[config.mk]
export PLATFORM = sky130hd
export DESIGN_NAME = mem_responder
export DESIGN_NICKNAME = d
export VERILOG_FILES = /design/src/rtl/mem_responder.sv
export SDC_FILE = /design/constraint.sdc
export NUM_CORES = 2
export LEC_CHECK = 0
export CAP_MARGIN = 25
export CORE_MARGIN = 4
export CORE_UTILIZATION = 28
export DETAILED_ROUTE_END_ITERATION = 8
export SLEW_MARGIN = 20
export SYNTH_ARGS = -nofsm -noshare
export SYNTH_HDL_FRONTEND = slang
export SYNTH_SLANG_ARGS = --single-unit
[constraint.sdc]
create_clock -name clock -period 6 [get_ports clock]
set_clock_uncertainty 0.2 [all_clocks]
set_input_delay 1.2 -clock clock [delete_from_list [all_inputs] [get_ports clock]]
set_output_delay 1.2 -clock clock [all_outputs]
set_load 0.05 [all_outputs]
[src/rtl/mem_responder.sv]
`default_nettype none
// ============================================================================
// Module   : mem_responder
// Purpose  : Memory-side responder for the multicycle CPU data/instruction
//            port. Accepts one request at a time on a valid/ready handshake
//            and serves it from an internal word array after LATENCY wait
//            cycles. Supports byte, halfword and word accesses with lane
//            selection; out-of-range and illegal-size requests answer with an
//            error and never touch the array.
// Ports    : clock       - rising-edge clock
//            reset       - synchronous, active-low reset
//            req_valid   - request present
//            req_ready   - responder idle and able to accept
//            req_write   - 1 = store, 0 = load
//            req_size    - 00 word, 01 halfword, 10 byte, 11 illegal
//            req_addr    - byte address
//            req_wdata   - right-aligned store data
//            resp_valid  - one-cycle response pulse
//            resp_rdata  - zero-extended, right-aligned load data
//            resp_err    - request was rejected (qualified by resp_valid)
//            busy        - request in flight (WAIT or RESP)
// Config   : MEM_RESP_ALIGN_CHECK_EN - when defined, misaligned halfword and
//            word accesses return an error instead of ignoring low addr bits.
// Revision : 1.0 - initial release
// ============================================================================
module mem_responder #(
    parameter int DEPTH_WORDS = 64,
    parameter int LATENCY     = 2
) (
    input  logic        clock,
    input  logic        reset,
    input  logic        req_valid,
    output logic        req_ready,
    input  logic        req_write,
    input  logic [1:0]  req_size,
    input  logic [31:0] req_addr,
    input  logic [31:0] req_wdata,
    output logic        resp_valid,
    output logic [31:0] resp_rdata,
    output logic        resp_err,
    output logic        busy
);

    localparam int          c_IDX_W    = (DEPTH_WORDS > 1) ? $clog2(DEPTH_WORDS) : 1;
    localparam logic [32:0] c_LIMIT    = 33'(DEPTH_WORDS) * 33'd4;
    localparam logic [2:0]  c_CNT_INIT = 3'(LATENCY - 1);

    typedef enum logic [1:0] {
        S_IDLE = 2'd0,
        S_WAIT = 2'd1,
        S_RESP = 2'd2
    } state_t;

    state_t       r_state;
    logic [2:0]   r_cnt;
    logic         r_write;
    logic [1:0]   r_size;
    logic [31:0]  r_addr;
    logic [31:0]  r_wdata;
    logic         r_resp_valid;
    logic         r_resp_err;
    logic [31:0]  r_resp_rdata;

    // Contents are deliberately not reset.
    logic [31:0]  r_mem [DEPTH_WORDS];

    logic [c_IDX_W-1:0] w_idx;
    logic               w_misalign;
    logic               w_err;
    logic               w_access;
    logic [31:0]        w_old;
    logic [31:0]        w_rd;
    logic [31:0]        w_new;

    assign w_idx = r_addr[c_IDX_W+1:2];

`ifdef MEM_RESP_ALIGN_CHECK_EN
    assign w_misalign = ((r_size == 2'b01) && r_addr[0]) ||
                        ((r_size == 2'b00) && (r_addr[1:0] != 2'b00));
`else
    assign w_misalign = 1'b0;
`endif

    assign w_err    = (r_size == 2'b11) || ({1'b0, r_addr} >= c_LIMIT) || w_misalign;
    // The access happens on the last WAIT edge; reset at that edge suppresses it.
    assign w_access = (r_state == S_WAIT) && (r_cnt == 3'd0);

    // Lane extraction for loads and lane merge for stores. Low address bits
    // below the access size are ignored here; alignment errors, if enabled,
    // are handled by w_err.
    always_comb begin
        w_old = r_mem[w_idx];
        w_rd  = 32'h0;
        w_new = w_old;
        case (r_size)
            2'b00: begin
                w_rd  = w_old;
                w_new = r_wdata;
            end
            2'b01: begin
                if (r_addr[1]) begin
                    w_rd          = {16'h0, w_old[31:16]};
                    w_new[31:16]  = r_wdata[15:0];
                end else begin
                    w_rd          = {16'h0, w_old[15:0]};
                    w_new[15:0]   = r_wdata[15:0];
                end
            end
            2'b10: begin
                w_rd                              = {24'h0, w_old[{r_addr[1:0], 3'b000} +: 8]};
                w_new[{r_addr[1:0], 3'b000} +: 8] = r_wdata[7:0];
            end
            default: ;
        endcase
    end

    always_ff @(posedge clock) begin
        if (reset && w_access && r_write && !w_err) begin
            r_mem[w_idx] <= w_new;
        end
    end

    always_ff @(posedge clock) begin
        if (!reset) begin
            r_state      <= S_IDLE;
            r_cnt        <= 3'd0;
            r_write      <= 1'b0;
            r_size       <= 2'b00;
            r_addr       <= 32'h0;
            r_wdata      <= 32'h0;
            r_resp_valid <= 1'b0;
            r_resp_err   <= 1'b0;
            r_resp_rdata <= 32'h0;
        end else begin
            case (r_state)
                S_IDLE: begin
                    r_resp_valid <= 1'b0;
                    if (req_valid) begin
                        r_write <= req_write;
                        r_size  <= req_size;
                        r_addr  <= req_addr;
                        r_wdata <= req_wdata;
                        r_cnt   <= c_CNT_INIT;
                        r_state <= S_WAIT;
                    end
                end
                S_WAIT: begin
                    if (r_cnt != 3'd0) begin
                        r_cnt <= r_cnt - 3'd1;
                    end else begin
                        r_resp_valid <= 1'b1;
                        r_resp_err   <= w_err;
                        r_resp_rdata <= (w_err || r_write) ? 32'h0 : w_rd;
                        r_state      <= S_RESP;
                    end
                end
                S_RESP: begin
                    r_resp_valid <= 1'b0;
                    r_state      <= S_IDLE;
                end
                default: begin
                    r_resp_valid <= 1'b0;
                    r_state      <= S_IDLE;
                end
            endcase
        end
    end

    assign req_ready  = (r_state == S_IDLE);
    assign busy       = (r_state == S_WAIT) || (r_state == S_RESP);
    assign resp_valid = r_resp_valid;
    assign resp_err   = r_resp_err;
    assign resp_rdata = r_resp_rdata;

endmodule
`default_nettype wire

==> results.cfg <==
[synth]
ys.flop_type = edfxtp_1
synth.top_cell.area_share_pct = 72.8
synth_cell_type_count = 81
synth_area_per_cell_um2 = 19.3
synth_area_leaders = edfxtp_1, mux4_2, dfxtp_1, mux2i_1, nand2_1
yosysSeqAreaShare_pct = 75.5
synth.cell_area_um2 = 84500
synth_warnings = 0
synth_top_area_cell = edfxtp_1
syn-num-nets = 4464
ys_ff_latch = 2160
synth_edf_count = 2048
async_reset_ff_share_pct = 0
netlist_instances = 4385

[critical_path]
worst_ep_arrival_time_ns = 5.93
cpPeakStageDelay_ns = 0.86
start_kind = flop
end_kind = flop
crit_fanout = 48
crit_type = flop to flop
cp_slowest_cell = nor3_2
path_buf_inv = 3
r2r-end = r_mem[51][17]$_DFFE_PP_
crit_top_cell = a32oi_1
cp_top_family = compound AO/OA/AOI/OAI gates
rr_worst_depth = 9
crit_chain = inv_2 > buf_12 > nand2_1 > a32oi_1 > a32oi_1 > nor3_2 > o21ai_0 > o21ai_4 > buf_4
ff2ff_setup_slack_ns = 0.42
required_ns = 6.35

[die]
num_rows = 201
start_util_pct = 28.2
io_pins = 106
die_height_um = 557
core-area_um2 = 300000
die_w_um = 557
die_area_um2 = 311000

[power]
pwr-share-seq_pct = 48.7
combinationalPowerShare_pct = 15.7
p_int_uw = 26600
p_total_uw = 36500
power_frac_clock_pct = 35.6
p_leak_uw = 0.0305
p_switching_uw = 9910
powerDensity_nw_per_um2 = 367
peakVddDrop_uv = 372
switching_share_pct = 27.1

[final_layout]
fillers = 28227
finish.net_count = 4809
multi_input_area_um2 = 20000
syn2layout_area_growth_pct = 17.7
drive_above_1_share_pct = 24.1
seqCellArea_um2 = 63800

[clocking]
clk_latency_ns = 0.86
cts_root_buf = clkbuf_16
ctsHoldBuffers = 0
cts_made_buffers = 210
post_cts_buffers = 0
cts_tree = built
htree_levels = 4
path_clk_slew_ns = 0.06
post_cts_resized = 0
clk_path_buf_depth = 3
clkSinkCount = 2160

[sta]
setup_violations = 0
fin_tns_setup_ns = 0
rsz0062_at_grt = false
slew_headroom_pct = 25.3
hold_viol_final = 0
tightestPinTransition_ns = 1.12
layout_min_cycle_time_ns = 5.58
fin_crit_sh_pct = 93.0
fmax_ghz = 0.179
fin_hold_ws_ns = 0.256
drv_slew = 0

[drt]
wl_mm = 273
wire_per_inst_um = 30.8
via_per_inst = 5.33
dr.pass1.iters = 6
drt_iter0_drc = 6847
vias = 47210
antenna_left = 0
drc_errors = 0

[placement]
io_buffers = 105
dp_hpwl_mm = 170
gp_congestion = 0.922

[global_route]
grt_pass1_vias = 45703
antenna_found_initial = 22
grt_pass1_wl_mm = 375
grt_overflow = 0
grt_usage_pct = 17.1
grt_max_degree = 72

[worst_hold_path]
hold_depth = 2
holdCritPathClass = flop to flop
min_from = r_addr[16]$_SDFFE_PN0P_
hold_end = r_addr[16]$_SDFFE_PN0P_

[run]
max_cap_violations = 0

[status]
status = finished clean
[worst max-delay path by stage]
stage,to,from,depth (start not counted),slack (ns)
4_1_cts,r_mem[51][17]$_DFFE_PP_,flop,9,0.61
6_report,r_mem[51][17]$_DFFE_PP_,flop,9,0.42
3_5_place_dp,r_mem[61][17]$_DFFE_PP_,flop,9,0.66
3_3_place_gp,r_mem[58][17]$_DFFE_PP_,flop,9,0.29
2_1_floorplan,r_mem[0][23]$_DFFE_PP_,r_addr[1]$_SDFFE_PN0P_,11,0.13
5_1_grt,r_mem[51][17]$_DFFE_PP_,flop,9,0.45
[cells by family (layout without fill, tap and decap cells)]
| group | after synthesis | after routing | synth area share [%] |
|---|---|---|---|
| AO/OA/AOI/OAI | 591 | 591 | 4.69 |
| other | 0 | 4 | 0 |
| adder cells (fa/ha/maj) | 9 | 9 | 0.133 |
| XOR/XNOR | 1 | 1 | 0.0104 |
| AND/OR/NAND/NOR | 709 | 709 | 3.82 |
| multiplexers | 638 | 638 | 14.1 |
| buffers and inverters | 277 | 790 | 1.83 |
| flip-flops | 2160 | 2160 | 75.5 |
[cells in the mapped netlist (14+ instances only)]
cell and count:
nor2b_1 29, buf_4 48, a31oi_1 28, mux2_2 21, a22oi_1 85, o21ai_0 65, a221oi_1 15, edfxtp_1 2048
nand2b_1 17, o22ai_1 69, o221ai_1 31, a211oi_1 25, nor2_1 176, buf_6 27, clkbuf_1 109, nor3_1 30
dfxtp_1 112, nand3b_1 14, mux4_2 437, nor4_1 15, buf_1 19, buf_2 51, nand2_1 299, inv_1 16
a21oi_1 161, mux2i_1 179, nand3_1 64
[cell type report]
cell class              instances  area share, %
flip-flops and latches       2160           64.1
multi-input cells            1948           20.1
clock buffers                 255           5.61
well taps                    3958           4.98
repair buffers                391           3.94
clock inverters               125           1.12
inverters                      19         0.0717
diodes                          4         0.0101
[flip-flops by register name (all words and copies together) (netlist names), named ones only]
name	cells
r_state	2
resp_rdata	32
r_mem	2048
resp_err	1
resp_valid	1
r_size	2
r_write	1
r_cnt	3
r_addr	32
r_wdata	32
[cells in the final DEF (no fill, tap or decap), drive strengths merged, types with 14 or more instances in the layout]
master,count
a211oi,26
a21oi,161
a221oi,18
a22oi,85
a31oi,28
buf,285
bufinv,17
clkbuf,256
clkdlybuf4s50,105
clkinv,93
dfxtp,112
edfxtp,2048
inv,28
mux2,22
mux2i,179
mux4,437
nand2,299
nand2b,17
nand3,65
nand3b,14
nor2,177
nor2b,29
nor3,30
nor4,19
o21ai,71
o221ai,31
o22ai,69
[metrics by stage]
step	setup WS, ns	cell area (µm²)	utilization [%]	std cells
after floorplan	0.130	84500	-	4385
after detailed placement	0.663	92600	30.9	8471
after global routing	0.450	99400	33.1	8856
after global placement	0.290	92600	30.8	8468
after CTS	0.614	99300	33.1	8851
final	0.419	99400	33.1	8860
[worst reg2reg max path, cell delays in order, from the launching register on]
cell and delay, ns:
dfxtp_4 0.55, inv_2 0.72, buf_12 0.32, nand2_1 0.09, a32oi_1 0.55, a32oi_1 0.33
nor3_2 0.86, o21ai_0 0.33, o21ai_4 0.69, buf_4 0.58
[power groups by stage]
stage	combinational (µW)	clock (µW)	sequential [µW]
after floorplan	2820	0	18100
after global placement	5500	0	18100
after detailed placement	5610	0	18100
after CTS	5620	13200	17800
after global routing	5930	13800	17800
final	5730	13000	17800
[per-layer routing]
layer  share of wire (%)  vias up  global-route usage [%]
met2                  46     2859                    26.5
met4                 4.1       10                    6.46
met3                  11      504                    3.89
met5               0.022        -                       0
met1                  40    25102                    23.5
li1                    -    18735                       -
Power figures use the tool's default switching activity.
